`config.mk`:
```
export PLATFORM = sky130hd
export DESIGN_NAME = mem_stage_ctrl
export DESIGN_NICKNAME = d
export VERILOG_FILES = /design/src/rtl/mem_stage_ctrl.sv
export SDC_FILE = /design/constraint.sdc
export NUM_CORES = 1
export LEC_CHECK = 0
export ABC_AREA = 1
export CAP_MARGIN = 20
export CORE_ASPECT_RATIO = 0.7
export CORE_MARGIN = 5
export CORE_UTILIZATION = 44
export CTS_CLUSTER_DIAMETER = 100
export DETAILED_ROUTE_END_ITERATION = 16
export PLACE_DENSITY = 0.89
export SLEW_MARGIN = 20
export SYNTH_ARGS = -nofsm -noshare
export SYNTH_HDL_FRONTEND = slang
export SYNTH_SLANG_ARGS = --single-unit
```
`constraint.sdc`:
```
create_clock -name clk -period 3.9 [get_ports clk]
set_input_delay 0.78 -clock clk [delete_from_list [all_inputs] [get_ports clk]]
set_output_delay 0.78 -clock clk [all_outputs]
set_load 0.05 [all_outputs]
```
`src/rtl/mem_stage_ctrl.sv`:
```
// Memory-access pipeline stage: passes ALU results through, runs loads/stores over a
// req/ack data-memory handshake with a timeout, and registers the writeback-mux operands.
module mem_stage_ctrl #(
  parameter int DATA_W  = 32,
  parameter int ADDR_W  = 32,
  parameter int REG_W   = 5,
  parameter int TIMEOUT = 16
) (
  input  logic              clk,
  input  logic              rst,
  input  logic              ex_valid,
  output logic              ex_ready,
  input  logic [DATA_W-1:0] ex_calc,
  input  logic [DATA_W-1:0] ex_store_data,
  input  logic              ex_is_load,
  input  logic              ex_is_store,
  input  logic [REG_W-1:0]  ex_rd,
  input  logic              ex_wr_en,
  output logic              dm_req,
  output logic              dm_we,
  output logic [ADDR_W-1:0] dm_addr,
  output logic [DATA_W-1:0] dm_wdata,
  input  logic              dm_ack,
  input  logic [DATA_W-1:0] dm_rdata,
  output logic              wb_valid,
  output logic [DATA_W-1:0] mem_data,
  output logic [DATA_W-1:0] calc,
  output logic              sel_dat,
  output logic [REG_W-1:0]  wb_rd,
  output logic              wb_wr_en,
  output logic              bus_err,
  output logic              dbg_state
);

  // Handshake: ex side transfers when ex_valid & ex_ready at a rising edge; the memory
  // holds dm_req/dm_we/dm_addr/dm_wdata stable until a one-cycle dm_ack or the timeout.
  typedef enum logic {IDLE = 1'b0, MEM_WAIT = 1'b1} state_e;

  localparam int CNT_W = $clog2(TIMEOUT + 1);
  localparam logic [CNT_W-1:0] CNT_LAST = CNT_W'(TIMEOUT - 1);

  state_e              state_q, state_d;
  logic [CNT_W-1:0]    cnt_q, cnt_d;
  logic                dm_req_q, dm_req_d;
  logic                dm_we_q, dm_we_d;
  logic [ADDR_W-1:0]   dm_addr_q, dm_addr_d;
  logic [DATA_W-1:0]   dm_wdata_q, dm_wdata_d;
  logic                wb_valid_q, wb_valid_d;
  logic [DATA_W-1:0]   mem_data_q, mem_data_d;
  logic [DATA_W-1:0]   calc_q, calc_d;
  logic                sel_dat_q, sel_dat_d;
  logic [REG_W-1:0]    wb_rd_q, wb_rd_d;
  logic                wb_wr_en_q, wb_wr_en_d;
  logic                bus_err_q, bus_err_d;
  logic [REG_W-1:0]    rd_lat_q, rd_lat_d;
  logic                wr_lat_q, wr_lat_d;
  logic                load_lat_q, load_lat_d;

  assign ex_ready  = (state_q == IDLE) && !rst;
  assign dm_req    = dm_req_q;
  assign dm_we     = dm_we_q;
  assign dm_addr   = dm_addr_q;
  assign dm_wdata  = dm_wdata_q;
  assign wb_valid  = wb_valid_q;
  assign mem_data  = mem_data_q;
  assign calc      = calc_q;
  assign sel_dat   = sel_dat_q;
  assign wb_rd     = wb_rd_q;
  assign wb_wr_en  = wb_wr_en_q;
  assign bus_err   = bus_err_q;
  assign dbg_state = state_q;

  always_comb begin
    state_d    = state_q;
    cnt_d      = cnt_q;
    dm_req_d   = dm_req_q;
    dm_we_d    = dm_we_q;
    dm_addr_d  = dm_addr_q;
    dm_wdata_d = dm_wdata_q;
    wb_valid_d = 1'b0;
    mem_data_d = mem_data_q;
    calc_d     = calc_q;
    sel_dat_d  = sel_dat_q;
    wb_rd_d    = wb_rd_q;
    wb_wr_en_d = 1'b0;
    bus_err_d  = bus_err_q;
    rd_lat_d   = rd_lat_q;
    wr_lat_d   = wr_lat_q;
    load_lat_d = load_lat_q;
    case (state_q)
      IDLE: begin
        if (ex_valid) begin
          calc_d = ex_calc;
          if (ex_is_load || ex_is_store) begin
            // Load wins when both type bits are set.
            dm_req_d   = 1'b1;
            dm_we_d    = ex_is_store && !ex_is_load;
            dm_addr_d  = ex_calc[ADDR_W-1:0];
            dm_wdata_d = ex_store_data;
            rd_lat_d   = ex_rd;
            wr_lat_d   = ex_wr_en;
            load_lat_d = ex_is_load;
            cnt_d      = '0;
            state_d    = MEM_WAIT;
          end else begin
            wb_valid_d = 1'b1;
            sel_dat_d  = 1'b1;
            wb_rd_d    = ex_rd;
            wb_wr_en_d = ex_wr_en;
          end
        end
      end
      MEM_WAIT: begin
        if (dm_ack) begin
          dm_req_d   = 1'b0;
          wb_valid_d = 1'b1;
          wb_rd_d    = rd_lat_q;
          state_d    = IDLE;
          if (load_lat_q) begin
            mem_data_d = dm_rdata;
            sel_dat_d  = 1'b0;
            wb_wr_en_d = wr_lat_q;
          end else begin
            sel_dat_d  = 1'b1;
          end
        end else if (cnt_q == CNT_LAST) begin
          // Request has been up TIMEOUT cycles: give up and retire without a write.
          dm_req_d   = 1'b0;
          bus_err_d  = 1'b1;
          wb_valid_d = 1'b1;
          state_d    = IDLE;
        end else begin
          cnt_d = cnt_q + 1'b1;
        end
      end
      default: state_d = IDLE;
    endcase
  end

  always_ff @(posedge clk) begin
    if (rst) begin
      state_q    <= IDLE;
      cnt_q      <= '0;
      dm_req_q   <= 1'b0;
      dm_we_q    <= 1'b0;
      dm_addr_q  <= '0;
      dm_wdata_q <= '0;
      wb_valid_q <= 1'b0;
      mem_data_q <= '0;
      calc_q     <= '0;
      sel_dat_q  <= 1'b0;
      wb_rd_q    <= '0;
      wb_wr_en_q <= 1'b0;
      bus_err_q  <= 1'b0;
      rd_lat_q   <= '0;
      wr_lat_q   <= 1'b0;
      load_lat_q <= 1'b0;
    end else begin
      state_q    <= state_d;
      cnt_q      <= cnt_d;
      dm_req_q   <= dm_req_d;
      dm_we_q    <= dm_we_d;
      dm_addr_q  <= dm_addr_d;
      dm_wdata_q <= dm_wdata_d;
      wb_valid_q <= wb_valid_d;
      mem_data_q <= mem_data_d;
      calc_q     <= calc_d;
      sel_dat_q  <= sel_dat_d;
      wb_rd_q    <= wb_rd_d;
      wb_wr_en_q <= wb_wr_en_d;
      bus_err_q  <= bus_err_d;
      rd_lat_q   <= rd_lat_d;
      wr_lat_q   <= wr_lat_d;
      load_lat_q <= load_lat_d;
    end
  end

endmodule
```
Word level (Yosys, flattened, before mapping)
Cells that the tools add are included.

operators by class
  $add $sub $neg = 1
  multiply operators = 0
  divide/modulo/power cells = 0
  $lt $le $gt $ge = 0
  equality and inequality tests = 8
  shift-type cells = 0
  multiplexer cells = 34
  bitwise gates (word level) = 2
  reduce and logical (&&, ||, !) cells = 12

operator list
  operator             number
  $mux 5               7
  $mux 1               20
  $pmux 5 s2           2
  $reduce_and 3->1     5
  $ne 2x2->1 const B   5
  $pmux 1 s2           5
  $add 5x1->5 const B  1
  $eq 5x4->1 const B   1
  $reduce_and 4->1     1
  $ne 3x2->1 const B   1
  $logic_and 1x1->1    2
  $logic_not 1->1      2
  $ne 2x1->1 const B   1
  $not 1->1            2
  $reduce_and 2->1     1
  $logic_or 1x1->1     1

word-level totals
  register bits = 152
  latch bits = 0
  memory bits (writable) = 0
  memory bits (read-only) = 0
  input port bits = 108
  output and inout bits = 141
  logic and storage cells = 73
  memories = 0

Logic depth before layout (Yosys ltp)
Gate-level depths: netlist of the first run.

  word-level depth = 4
  gate-level depth with buffers = 10
  mapped depth without buffers = 10

Worst setup path before layout of the first run
OpenSTA, ideal clock, no wires.

  kind = input port to output port
  start = in rst
  end = out ex_ready
  arrival = 1588 ps
  required time = 3120 ps
  slack = 1532 ps
  stages = 2
  path buffers = 1
  cells stage by stage = buf_2 nor2_1

between the ends
  longest elaborated chain between the ends = 2

RTL lines
  element            line  RTL
  from (decl)        10    input logic rst,
  $logic_not 1->1    59    assign ex_ready = (state_q == IDLE) && !rst;
  $logic_and 1x1->1  59
  to (decl)          12    output logic ex_ready,

Every way passes these cells.

Worst setup path after layout of the first run
Ends and elaborated chain as after synthesis.

==> results of run 1 <==
[cell usage after synthesis, drive strengths merged]
master | n | area, um^2
nor3b | 1 | 7.51
nand3 | 4 | 20.0
inv | 14 | 52.6
o21a | 1 | 7.51
buf | 21 | 110
nand4 | 1 | 6.26
dfxtp | 152 | 3040
clkbuf | 24 | 91.3
nand2 | 42 | 163
o21bai | 1 | 7.51
a21oi | 7 | 35.0
o21ai | 142 | 711
nor2 | 296 | 1120
ha | 3 | 37.5
[metal layers]
layer  vias up  GRT usage [%]  routed length (um)
met3        19           10.0                1960
met5         -              0                   0
met4         0           5.04                 131
met2       223           40.1                8200
met1      2456           26.4                6890
li1       2716              -                   -
[stage by stage]
step,instances,hold WS (ns)
2_1_floorplan,709,0.441
3_3_place_gp,1077,0.449
3_5_place_dp,1077,0.452
4_1_cts,1109,0.462
5_1_grt,1109,0.495
6_report,1109,0.462
[cell type report]
type                    instances  area (um^2)
fillers                       932         3340
repair buffers                256         2550
well taps                     157          196
inverters                      14         53.8
clock buffers                  19          433
clock inverters                13          148
multi-input cells             498         2120
flip-flops and latches        152         3040
[critical path, stage by stage]
cell	delay, ns
clkdlybuf4s50_1	0.48
nor2_1	0.20
clkdlybuf4s50_1	0.86
[kinds of logic after synthesis]
group	Yosys count
AOI/OAI and AO/OA	151
adders and majority gates	3
buffers and inverters	59
DFF	152
and+or+nand+nor	344
[state kept, by name (all words and copies together) (netlist names), 5 cells and up]
signal and flops:
calc 32, cnt_q 5, dm_addr 32, dm_wdata 32, mem_data 32, rd_lat_q 5
wb_rd 5
[power groups by stage]
stage,logic (W),registers (W),clock network (W)
after detailed placement,0.000906,0.00175,0
after global routing,0.000964,0.00173,0.00170
final,0.000905,0.00171,0.00160
after CTS,0.000912,0.00171,0.00163
after floorplan,0.000211,0.00207,0
after global placement,0.000892,0.00174,0
[final timing paths]
kind	endpoint	slack [ns]	cells past startpoint
setup / recovery	ex_ready	0.79	3
hold / removal	bus_err$_SDFFE_PP0P_	0.46	1
setup reg to reg	dm_addr[12]$_SDFFE_PP0P_	1.75	5
hold reg to reg	bus_err$_SDFFE_PP0P_	0.46	1
==> out/results.ini, run 1 <==
[synthesis]
synthCells = 709
syn_avg_cell_area_um2 = 7.64
synth_seq_cells = 152
netlist_area_mm2 = 0.00542
synthMuxAreaShare_pct = 0
synth_top_family_by_area = simple AND/OR/NAND/NOR gates
synthAdderAreaFrac_pct = 0.693
synth_nets = 820
ys_seq_area_share_pct = 56.2
synth_compound_area_share_pct = 14.0
synth.distinct_cells = 21
synth-warning-count = 0
synth_xor_area_share_pct = 0
synthSimpleGateAreaFrac_pct = 24.4

[detailed_routing]
drc = 0
route.vias.total = 5414
wl_per_cell_um = 15.5
routed_wl_mm = 17.2
drt_first_pass_iters = 5
ant_nets = 0
vias_per_cell = 4.88
dr.first_iter.drc_count = 290

[sta]
fmax_ghz = 0.321
hold_viol = 0
skew_ns = 0.00766
max_slew.worst_pin.slew_ns = 1.00
fin_crit_ns = 3.11
slew-limit-headroom_pct = 33.0
fin_setup_tns_ns = 0
rsz0062_at_grt = no
fin_ws_ns = 0.788
drv_slew = 0
finalCritPeriodShare_pct = 79.8
setup_violations = 0

[power]
clkPwrFrac_pct = 38.0
total_power_w = 0.00422
p_switching_w = 0.00129
p_leak_nw = 3.46
p_comb_share_pct = 21.4
swShare_pct = 30.4
powerDensity_mw_per_mm2 = 494
vdd_drop_max_v = 0.000336
p_int_w = 0.00294
seqPwrFrac_pct = 40.6

[critical_path]
worst_setup_path_start_kind = input pin
critPathCaptureType = output port
worstPathRequired_ns = 3.12
critPathKind = in -> out
crit_fanout = 2
cp-startpoint = rst
critPathArrivalTime_ns = 2.33
r2r_start = dbg_state$_SDFF_PP0_

[placed_design]
numPortBuffers = 248
pre_cts_slack_ns = 0.748
place.detailed.hpwl_mm = 12.1
gp_congestion = 0.830
placed_area_mm2 = 0.00797

[finish]
area_growth_pct = 57.9
utilization_pct = 71.9
layout_common_cells = nor2_1, clkdlybuf4s50_1, dfxtp_1
drive_above_1_share_pct = 4.73
nNetsFinal = 1050
final_area_mm2 = 0.00855
antenna_cells = 0
layout.cells.most_common = nor2_1

[floorplan]
die_y_um = 103
die_area_mm2 = 0.0147
die_w_um = 143
io_pins = 249
initial_core_util_pct = 45.5
core_mm2 = 0.0119
rows = 33

[outcome]
status = complete, no violations

[clocking]
clock_tree.root_cell = clkbuf_16
post_cts_resized = 0
cts_sinks = 152
cts_max_level = 4
clk_latency_ns = 0.41
post_cts_buffers = 0
cts_buffer_depth = 2
cts_made_buffers = 17
clk_pin_slew_ns = 0.06
tritoncts = built
hold_buffers = 0

[worst_hold_path]
worstHoldStart = bus_err$_SDFFE_PP0P_
min_path_type = reg -> reg

[run]
cap_violations = 0

[global_routing]
antenna_found_initial = 0
grt_pass1_vias = 5228
overflow = 0
grt_usage_pct = 23.0
grt_max_degree = 100
grt_pass1_wl_mm = 26.5

Power figures use the tool's default switching activity.
==> inputs of run 2 (changes only) <==
Settings changed: CORE_UTILIZATION 44 to 41, PLACE_DENSITY 0.89 to 0.84.
Clock period 3.9 ns to 3 ns, I/O delays scaled along.
==> out/results.ini, run 2 (synthesis gave the netlist of run 1 again) <==
[outcome]
status = complete, no violations

[sta]
rsz0062_at_grt = no
slew-limit-headroom_pct = 27.9  ; -5.1 points
fmax_ghz = 0.417
skew_ns = 0.0103  ; +0.00265 ns
setup_violations = 0  ; unchanged
hold_viol = 0  ; unchanged
fin_crit_ns = 2.40
drv_slew = 0  ; unchanged
finalCritPeriodShare_pct = 79.9
fin_setup_tns_ns = 0  ; unchanged
max_slew.worst_pin.slew_ns = 1.08  ; +0.0751 ns

[global_routing]
grt_pass1_wl_mm = 26.4  ; -0.57%
top_usage_layer = met2
overflow = 0  ; unchanged
grt_util_met2_pct = 32.9  ; -7.2 points
met1_usage_pct = 25.5  ; -0.88 points
antenna_found_initial = 0  ; unchanged
grt_pass1_vias = 5277  ; +0.94%
grt_usage_pct = 20.7  ; -2.2 points
grt_max_degree = 72  ; -28%
grt_util_met3_pct = 9.16  ; -0.85 points

[finish]
layout.cells.most_common = nor2_1
layout_common_cells = nor2_1, clkdlybuf4s50_1, dfxtp_1
area_growth_pct = 59.2
nNetsFinal = 1055  ; +0.48%
drive_above_1_share_pct = 5.43  ; +0.71 points
antenna_cells = 0  ; unchanged
utilization_pct = 66.0  ; -5.9 points

[floorplan]
die_w_um = 147  ; +3.3%
initial_core_util_pct = 41.5  ; -4.0 points
rows = 35  ; +6.1%
die_area_mm2 = 0.0156  ; +6.7%
io_pins = 249  ; unchanged
core_mm2 = 0.0131  ; +9.7%
die_y_um = 106  ; +3.2%

[critical_path]
critPathKind = reg -> out
crit_fanout = 7  ; +5
critPathCaptureType = output port
slowest_delay_ns = 0.89  ; +0.03 ns
critPathBufInv = 1  ; -1
worstPathRequired_ns = 2.40  ; -0.72 ns
slowest_stage = clkdlybuf4s50_1
worst_setup_path_start_kind = flop
path_cells = clkdlybuf4s50_1
crit_family = buffers and inverters
critPathArrivalTime_ns = 1.80  ; -0.53 ns

[clocking]
cts_sinks = 152  ; unchanged
cts_max_level = 4  ; unchanged
clk_pin_slew_ns = 0.06  ; about the same
cts_made_buffers = 17  ; unchanged
post_cts_resized = 0  ; unchanged
tritoncts = built
clk_latency_ns = 0.41  ; about the same
post_cts_buffers = 0  ; unchanged
clock_tree.root_cell = clkbuf_16
hold_buffers = 0  ; unchanged
cts_buffer_depth = 2  ; unchanged

[power]
p_leak_nw = 3.51  ; +1.3%
powerDensity_mw_per_mm2 = 647  ; +31%
vdd_drop_max_v = 0.000334  ; -0.67%

[detailed_routing]
dr.first_iter.drc_count = 257  ; -11%
route.vias.total = 5414  ; unchanged
drt_first_pass_iters = 4  ; -1
routed_wl_mm = 16.6  ; -3.4%
ant_nets = 0  ; unchanged
vias_per_cell = 4.82  ; -1.2%
wl_per_cell_um = 14.8  ; -4.6%
drc = 0  ; unchanged

[placed_design]
numPortBuffers = 248  ; unchanged
place.detailed.hpwl_mm = 11.9  ; -1.9%
gp_congestion = 0.789  ; -5.0%

[run]
cap_violations = 0  ; unchanged

[worst_hold_path]
min_path_type = reg -> reg

-- run 2: cell types whose count changed in the layout (fill, tap and decap cells not counted), sizes merged --
| cell | before | now |
|---|---|---|
| buf | 8 | 14 |
| clkbuf | 19 | 18 |
| bufinv | 2 | 3 |
| clkinvlp | 3 | 1 |
| clkdlybuf4s50 | 248 | 247 |
| clkinv | 6 | 8 |
-- run 2: routing by layer --
metal / routed length [um] / vias to the layer above / part of all wire [%]
li1: - / 2738 / -
met1: 7310 / 2420 / 44
met4: 226 / 0 / 1.4
met2: 7280 / 239 / 44
met5: 0 / - / 0
met3: 1780 / 17 / 11
-- run 2: area by class of cell --
type,instances,area (um^2)
sequential,152,3040
tap,166,208
multi-input combinational,498,2120
clock inverter,14,173
inverter,14,53.8
timing repair buffer,261,2590
clock buffer,18,429
fill,1083,4430
-- run 2: power by group --
part | total [W] | internal [W] | switching (W)
Combinational | 0.00118 | 0.000432 | 0.000745
Sequential | 0.00223 | 0.00216 | 0.0000708
Clock | 0.00218 | 0.00132 | 0.000859
-- run 2: final timing paths --
check / from / depth (start not counted) / to / slack (ns)
setup / recovery: dbg_state$_SDFF_PP0_ / 1 / dbg_state / 0.60
hold reg to reg: dm_req$_SDFFE_PP0P_ / 2 / dm_req$_SDFFE_PP0P_ / 0.46
setup reg to reg: dbg_state$_SDFF_PP0_ / 6 / rd_lat_q[0]$_SDFFE_PP0P_ / 0.88
hold / removal: dm_req$_SDFFE_PP0P_ / 2 / dm_req$_SDFFE_PP0P_ / 0.46
-- run 2: worst min-delay path, cell delays in order, from the launching register on --
cell and delay, ns:
dfxtp_1 0.31, nand2_1 0.06, a21oi_1 0.05
-- run 2: through the flow --
step,cell area (um^2),setup slack [ns],power [W],cells,hold WS (ns)
finish,8620,0.603,0.00558,1123,0.461
global route,8620,0.477,0.00580,1123,0.481
CTS,8620,0.587,0.00563,1123,0.463
detailed placement,8020,0.214,0.00345,1091,0.453
global placement,8020,0.268,0.00343,1091,0.447
floorplan,5420,0.955,0.00297,709,0.441
